`src/rtl/rtype_alu_pkg.sv`:
```
// Shared definitions for the R-type ALU issue controller: ALU select codes,
// R-type funct codes and the controller state encoding.
package rtype_alu_pkg;

    localparam int DATA_W = 32;

    // ALU select codes understood by alu32
    localparam logic [2:0] SEL_AND = 3'b000;
    localparam logic [2:0] SEL_OR  = 3'b001;
    localparam logic [2:0] SEL_ADD = 3'b010;
    localparam logic [2:0] SEL_XOR = 3'b011;
    localparam logic [2:0] SEL_SUB = 3'b100;
    localparam logic [2:0] SEL_SRA = 3'b101;
    localparam logic [2:0] SEL_SLL = 3'b110;
    localparam logic [2:0] SEL_NOR = 3'b111;

    // R-type funct codes
    localparam logic [5:0] FUNCT_SLL = 6'h00;
    localparam logic [5:0] FUNCT_SRA = 6'h03;
    localparam logic [5:0] FUNCT_ADD = 6'h20;
    localparam logic [5:0] FUNCT_SUB = 6'h22;
    localparam logic [5:0] FUNCT_AND = 6'h24;
    localparam logic [5:0] FUNCT_OR  = 6'h25;
    localparam logic [5:0] FUNCT_XOR = 6'h26;
    localparam logic [5:0] FUNCT_NOR = 6'h27;

    localparam logic [5:0] OPCODE_RTYPE = 6'h00;

    typedef enum logic [1:0] {
        ST_IDLE = 2'd0,
        ST_WAIT = 2'd1,
        ST_RESP = 2'd2
    } state_t;

endpackage

```
`src/rtl/rtype_funct_decode.sv`:
```
// Combinational R-type decoder: opcode/funct to ALU select plus class flags.
module rtype_funct_decode
    import rtype_alu_pkg::*;
(
    input  logic [5:0] opcode,
    input  logic [5:0] funct,
    output logic [2:0] sel,
    output logic       is_shift,
    output logic       is_arith,
    output logic       illegal
);

    // Map funct to select; anything unknown or a non-zero opcode is illegal
    always_comb begin
        sel      = SEL_AND;
        is_shift = 1'b0;
        is_arith = 1'b0;
        illegal  = 1'b0;
        case (funct)
            FUNCT_AND: sel = SEL_AND;
            FUNCT_OR:  sel = SEL_OR;
            FUNCT_ADD: begin sel = SEL_ADD; is_arith = 1'b1; end
            FUNCT_XOR: sel = SEL_XOR;
            FUNCT_SUB: begin sel = SEL_SUB; is_arith = 1'b1; end
            FUNCT_SRA: begin sel = SEL_SRA; is_shift = 1'b1; end
            FUNCT_SLL: begin sel = SEL_SLL; is_shift = 1'b1; end
            FUNCT_NOR: sel = SEL_NOR;
            default:   illegal = 1'b1;
        endcase
        if (opcode != OPCODE_RTYPE) begin
            illegal = 1'b1;
        end
        if (illegal) begin
            sel      = SEL_AND;
            is_shift = 1'b0;
            is_arith = 1'b0;
        end
    end

endmodule

```
`src/rtl/alu32_issue_ctrl.sv`:
```
// Sequential issue controller for alu32: accepts one R-type command, drives
// registered operands, waits SETTLE_CYCLES, captures the ALU result and
// presents a writeback response.
// Optional build macro ALU_OVF_TRAP_EN: ADD/SUB overflow raises rsp_err and
// suppresses rsp_we (rsp_data still carries the wrapped result).
module alu32_issue_ctrl
    import rtype_alu_pkg::*;
#(
    parameter int SETTLE_CYCLES = 1
) (
    input  logic              clk,
    input  logic              rst_n,
    input  logic              cmd_valid,
    output logic              cmd_ready,
    input  logic [31:0]       cmd_instr,
    input  logic [31:0]       cmd_rs_data,
    input  logic [31:0]       cmd_rt_data,
    output logic [31:0]       alu_a,
    output logic [31:0]       alu_b,
    output logic [2:0]        alu_sel,
    input  logic [31:0]       alu_out,
    input  logic              alu_cout,
    input  logic              alu_ovf,
    output logic              rsp_valid,
    input  logic              rsp_ready,
    output logic [31:0]       rsp_data,
    output logic [4:0]        rsp_rd,
    output logic              rsp_we,
    output logic              rsp_cout,
    output logic              rsp_ovf,
    output logic              rsp_err
);

    localparam logic [3:0] SETTLE_INIT = 4'(SETTLE_CYCLES - 1);

    state_t      state_q;
    state_t      state_d;
    logic [3:0]  cnt_q;
    logic [4:0]  rd_q;
    logic        arith_q;

    logic [5:0]  opcode;
    logic [5:0]  funct;
    logic [4:0]  rd_f;
    logic [4:0]  shamt;
    logic [2:0]  dec_sel;
    logic        dec_shift;
    logic        dec_arith;
    logic        dec_illegal;
    logic        ovf_trap;
    logic        unused_fields;

    assign opcode = cmd_instr[31:26];
    assign rd_f   = cmd_instr[15:11];
    assign shamt  = cmd_instr[10:6];
    assign funct  = cmd_instr[5:0];

    // rs/rt register numbers are resolved upstream; only their data arrives here
    assign unused_fields = ^cmd_instr[25:16];

    rtype_funct_decode u_decode (
        .opcode   (opcode),
        .funct    (funct),
        .sel      (dec_sel),
        .is_shift (dec_shift),
        .is_arith (dec_arith),
        .illegal  (dec_illegal)
    );

`ifdef ALU_OVF_TRAP_EN
    assign ovf_trap = arith_q & alu_ovf;
`else
    assign ovf_trap = 1'b0;
`endif

    // cmd_ready is gated by rst_n so nothing is offered while reset is held
    assign cmd_ready = rst_n && (state_q == ST_IDLE);
    assign rsp_valid = (state_q == ST_RESP);

    // State register
    always_ff @(posedge clk) begin
        if (!rst_n) begin
            state_q <= ST_IDLE;
        end else begin
            state_q <= state_d;
        end
    end

    // Next-state logic
    always_comb begin
        state_d = state_q;
        case (state_q)
            ST_IDLE: begin
                if (cmd_valid) begin
                    state_d = dec_illegal ? ST_RESP : ST_WAIT;
                end
            end
            ST_WAIT: begin
                if (cnt_q == 4'd0) begin
                    state_d = ST_RESP;
                end
            end
            ST_RESP: begin
                if (rsp_ready) begin
                    state_d = ST_IDLE;
                end
            end
            default: state_d = ST_IDLE;
        endcase
    end

    // Operand load on accept, settle countdown, and response capture
    always_ff @(posedge clk) begin
        if (!rst_n) begin
            alu_a    <= '0;
            alu_b    <= '0;
            alu_sel  <= '0;
            cnt_q    <= '0;
            rd_q     <= '0;
            arith_q  <= 1'b0;
            rsp_data <= '0;
            rsp_rd   <= '0;
            rsp_we   <= 1'b0;
            rsp_cout <= 1'b0;
            rsp_ovf  <= 1'b0;
            rsp_err  <= 1'b0;
        end else begin
            case (state_q)
                ST_IDLE: begin
                    if (cmd_valid) begin
                        if (dec_illegal) begin
                            rsp_data <= '0;
                            rsp_rd   <= rd_f;
                            rsp_we   <= 1'b0;
                            rsp_cout <= 1'b0;
                            rsp_ovf  <= 1'b0;
                            rsp_err  <= 1'b1;
                        end else begin
                            alu_a   <= dec_shift ? cmd_rt_data : cmd_rs_data;
                            alu_b   <= dec_shift ? {27'b0, shamt} : cmd_rt_data;
                            alu_sel <= dec_sel;
                            cnt_q   <= SETTLE_INIT;
                            rd_q    <= rd_f;
                            arith_q <= dec_arith;
                        end
                    end
                end
                ST_WAIT: begin
                    if (cnt_q == 4'd0) begin
                        rsp_data <= alu_out;
                        rsp_rd   <= rd_q;
                        rsp_cout <= arith_q & alu_cout;
                        rsp_ovf  <= arith_q & alu_ovf;
                        rsp_we   <= (rd_q != 5'd0) && !ovf_trap;
                        rsp_err  <= ovf_trap;
                    end else begin
                        cnt_q <= cnt_q - 4'd1;
                    end
                end
                default: begin
                end
            endcase
        end
    end

endmodule

```
`config.mk`:
```
export PLATFORM = sky130hd
export DESIGN_NAME = alu32_issue_ctrl
export DESIGN_NICKNAME = d
export VERILOG_FILES = /design/src/rtl/rtype_alu_pkg.sv /design/src/rtl/rtype_funct_decode.sv /design/src/rtl/alu32_issue_ctrl.sv
export SDC_FILE = /design/constraint.sdc
export NUM_CORES = 1
export LEC_CHECK = 0
export CAP_MARGIN = 20
export CORE_UTILIZATION = 44
export DETAILED_ROUTE_END_ITERATION = 16
export HOLD_SLACK_MARGIN = 0.15
export PLACE_DENSITY = 0.86
export SLEW_MARGIN = 0
export SYNTH_ARGS = -nofsm -noshare
export SYNTH_HDL_FRONTEND = slang
export SYNTH_HIERARCHICAL = 1
export SYNTH_SLANG_ARGS = --single-unit
```
`constraint.sdc`:
```
create_clock -name clk -period 5 [get_ports clk]
set_input_delay 1.5 -clock clk [delete_from_list [all_inputs] [get_ports clk]]
set_output_delay 1.5 -clock clk [all_outputs]
set_load 0.01 [all_outputs]
```
==> qor.yml <==
insertion_delay_ns: 0.41
seqCellArea_sq_um: 2402
synthMuxAreaShare: 0.09066
drv_slew: 0
tightestPinTransition_ns: 0.8545
cts_buffers: 17
min_path_type: "flip-flop to flip-flop"
wl_um: 14170
multi_input_area_sq_um: 2290
overflow: 0
ys.flop_type: "dfxtp_1"
required_ns: 3.50
root_buffer: "clkbuf_16"
wire_per_inst_um: 16.25
power_mw: 2.203
report.final.hold_viol_count: 0
antenna_found_initial: 0
vdd_ir_drop_max_v: 0.0002493
drive_gt1_frac: 0.06011
drc: 0
cap_violations: 0
antenna_left: 0
grt_max_degree: 80
synthesis.nets: 645
netlist_area_sq_um: 4969
synth_top_family_by_area: "compound AO/OA/AOI/OAI gates"
areaGrowthSynthToFinish_pct: 57.84
grt_usage: 0.2409
fmax_mhz: 235.1
grt_pass1_vias: 4633
p_per_area_nw_per_um2: 280.9
drt-initial-drc-count: 216
synth_edf_count: 0
synth.avg_cell_area_sq_um: 9.761
p_leak_nw: 2.616
fin_crit_sh: 0.8508
cts_setup_buffers: 0
yosys_warnings: 6
vias_per_cell: 5.345
rsz0062_at_grt: "false"
synth-simple-area-share: 0.1725
grt_pass1_wl_um: 21940
antenna_cells: 0
fin_tns_setup_ns: 0
synth-compound-area-share: 0.1874
drt_first_pass_iters: 4
cts_hold_buf: 0
cts_tree: "yes"
vias: 4661
clk_path_buf_depth: 2
cpPeakStageDelay_ns: 0.57
setup.worst_path.class: "input port to output port"
place.port_buffers: 233
synth_fa_ha_area_frac: 0.005037
initial_core_util: 0.4543
htree_levels: 4
fill_cells: 753
cts_resized: 0
fp-row-count: 38
num-nets-final: 858
cp_common_cell: "clkdlybuf4s50_1"
endpoint_kind: "output port"
hpwlAfterDp_um: 9657
synth_xor_xnor_area_share: 0.003526
die_h_um: 108.3
crit_fanout: 2
fp.dieW_um: 108.3
yosysSeqAreaShare: 0.4835
synthArstFlopShare: 0
dieArea_sq_um: 11720
cts.sinks: 120
clk_pin_slew_ns: 0.05
layout_commonest_cell: "clkdlybuf4s50_1"
setup_viol: 0
most-common-layout-cells: "clkdlybuf4s50_1, dfxtp_1, nand2_1"
synthDistinctLibCells: 48
layout_min_cycle_time_ns: 4.254
synth_seq_cells: 120
fin_skew_ns: 0.008350
core-area_sq_um: 10940
startpoint_type: "input port"
cp.arrival_ns: 2.75
outcome: "finished, final reports clean"
slowest_stage: "clkdlybuf4s50_1"
slew_headroom: 0.4303
path_cells: "clkdlybuf4s50_1, inv_2, nor3_1, clkdlybuf4s50_1"
io_pins: 244
place.gp.congestion: 0.7526
synthCells: 509
## critical path, delay by kind of cell
family / cells / cell delay [ns]
buffers and inverters: 3 / 1.11
AND/OR/NAND/NOR: 1 / 0.14
## final timing paths
check | from | endpoint | slack [ns] | cells past startpoint
setup reg to reg | state_q[0] | rsp_data[19] | 2.78 | 4
setup / recovery | rst_n | cmd_ready | 0.75 | 4
hold / removal | alu_b[11] | alu_b[11] | 0.45 | 2
hold reg to reg | alu_b[11] | alu_b[11] | 0.45 | 2
## stage by stage
| step | std cells | area, sq um | setup slack (ns) | hold WS [ns] | utilization |
|---|---|---|---|---|---|
| 2_1_floorplan | 509 | 4969 | 1.284 | 0.4439 | - |
| 3_3_place_gp | 842 | 7300 | 0.7640 | 0.4379 | 0.6675 |
| 3_5_place_dp | 842 | 7300 | 0.7304 | 0.4454 | 0.6675 |
| 4_1_cts | 871 | 7815 | 0.7488 | 0.4505 | 0.7146 |
| 5_1_grt | 872 | 7843 | 0.7123 | 0.4713 | 0.7172 |
| 6_report | 872 | 7843 | 0.7462 | 0.4501 | 0.7172 |
## cell type report
cell class	count	area share
repair buffers	242	0.3117
flip-flops and latches	120	0.3063
multi-input cells	337	0.2920
clock buffers	25	0.06318
well taps	140	0.02234
clock inverters	4	0.002553
inverters	4	0.001914
## synthesized netlist by cell type, drive strengths merged, types with 2 or more instances
| cell | n | area (sq um) |
|---|---|---|
| a22o | 33 | 289.0 |
| a211oi | 38 | 297.8 |
| nand2b | 7 | 43.79 |
| ha | 2 | 25.02 |
| nor2b | 2 | 12.51 |
| buf | 35 | 220.2 |
| inv | 4 | 15.01 |
| mux2i | 45 | 450.4 |
| nand4bb | 2 | 22.52 |
| dfxtp | 120 | 2402 |
| nand2 | 55 | 209.0 |
| nor4b | 2 | 38.78 |
| clkbuf | 13 | 50.04 |
| nor2 | 43 | 161.4 |
| nand3b | 28 | 210.2 |
| o211ai | 8 | 60.06 |
| a31oi | 2 | 12.51 |
| or3 | 2 | 12.51 |
| nand4 | 2 | 12.51 |
| a21oi | 41 | 205.2 |
| nor3b | 3 | 27.52 |
| nor3 | 4 | 20.02 |
| nor4 | 4 | 52.55 |
## registers in the layout, indices dropped and copies added, names as in the netlist
register,flops
alu_a,32
alu_b,32
rsp_data,32
rd_q,5
rsp_rd,5
cnt_q,4
alu_sel,3
state_q,2
arith_q,1
rsp_cout,1
rsp_err,1
rsp_ovf,1
rsp_we,1
## per-layer routing
| metal | share of wire | routed length, um | track usage |
|---|---|---|---|
| met1 | 0.40 | 5637 | 0.2514 |
| met2 | 0.49 | 6897 | 0.4236 |
| met3 | 0.10 | 1473 | 0.1206 |
| met4 | 0.011 | 160 | 0.07143 |
| met5 | 0 | 0 | 0 |
## kinds of logic after synthesis
group                      count (synthesis)
and+or+nand+nor                          158
AOI/OAI and AO/OA                        130
muxes                                     45
xor gates and xnor gates                   2
DFF                                      120
buffers and inverters                     52
adders and majority gates                  2
## power by group
group | switching [mW] | internal [mW]
Clock | 0.391 | 0.672
Combinational | 0.0621 | 0.112
Sequential | 0.00364 | 0.962
(Power assumes the default switching activity.)
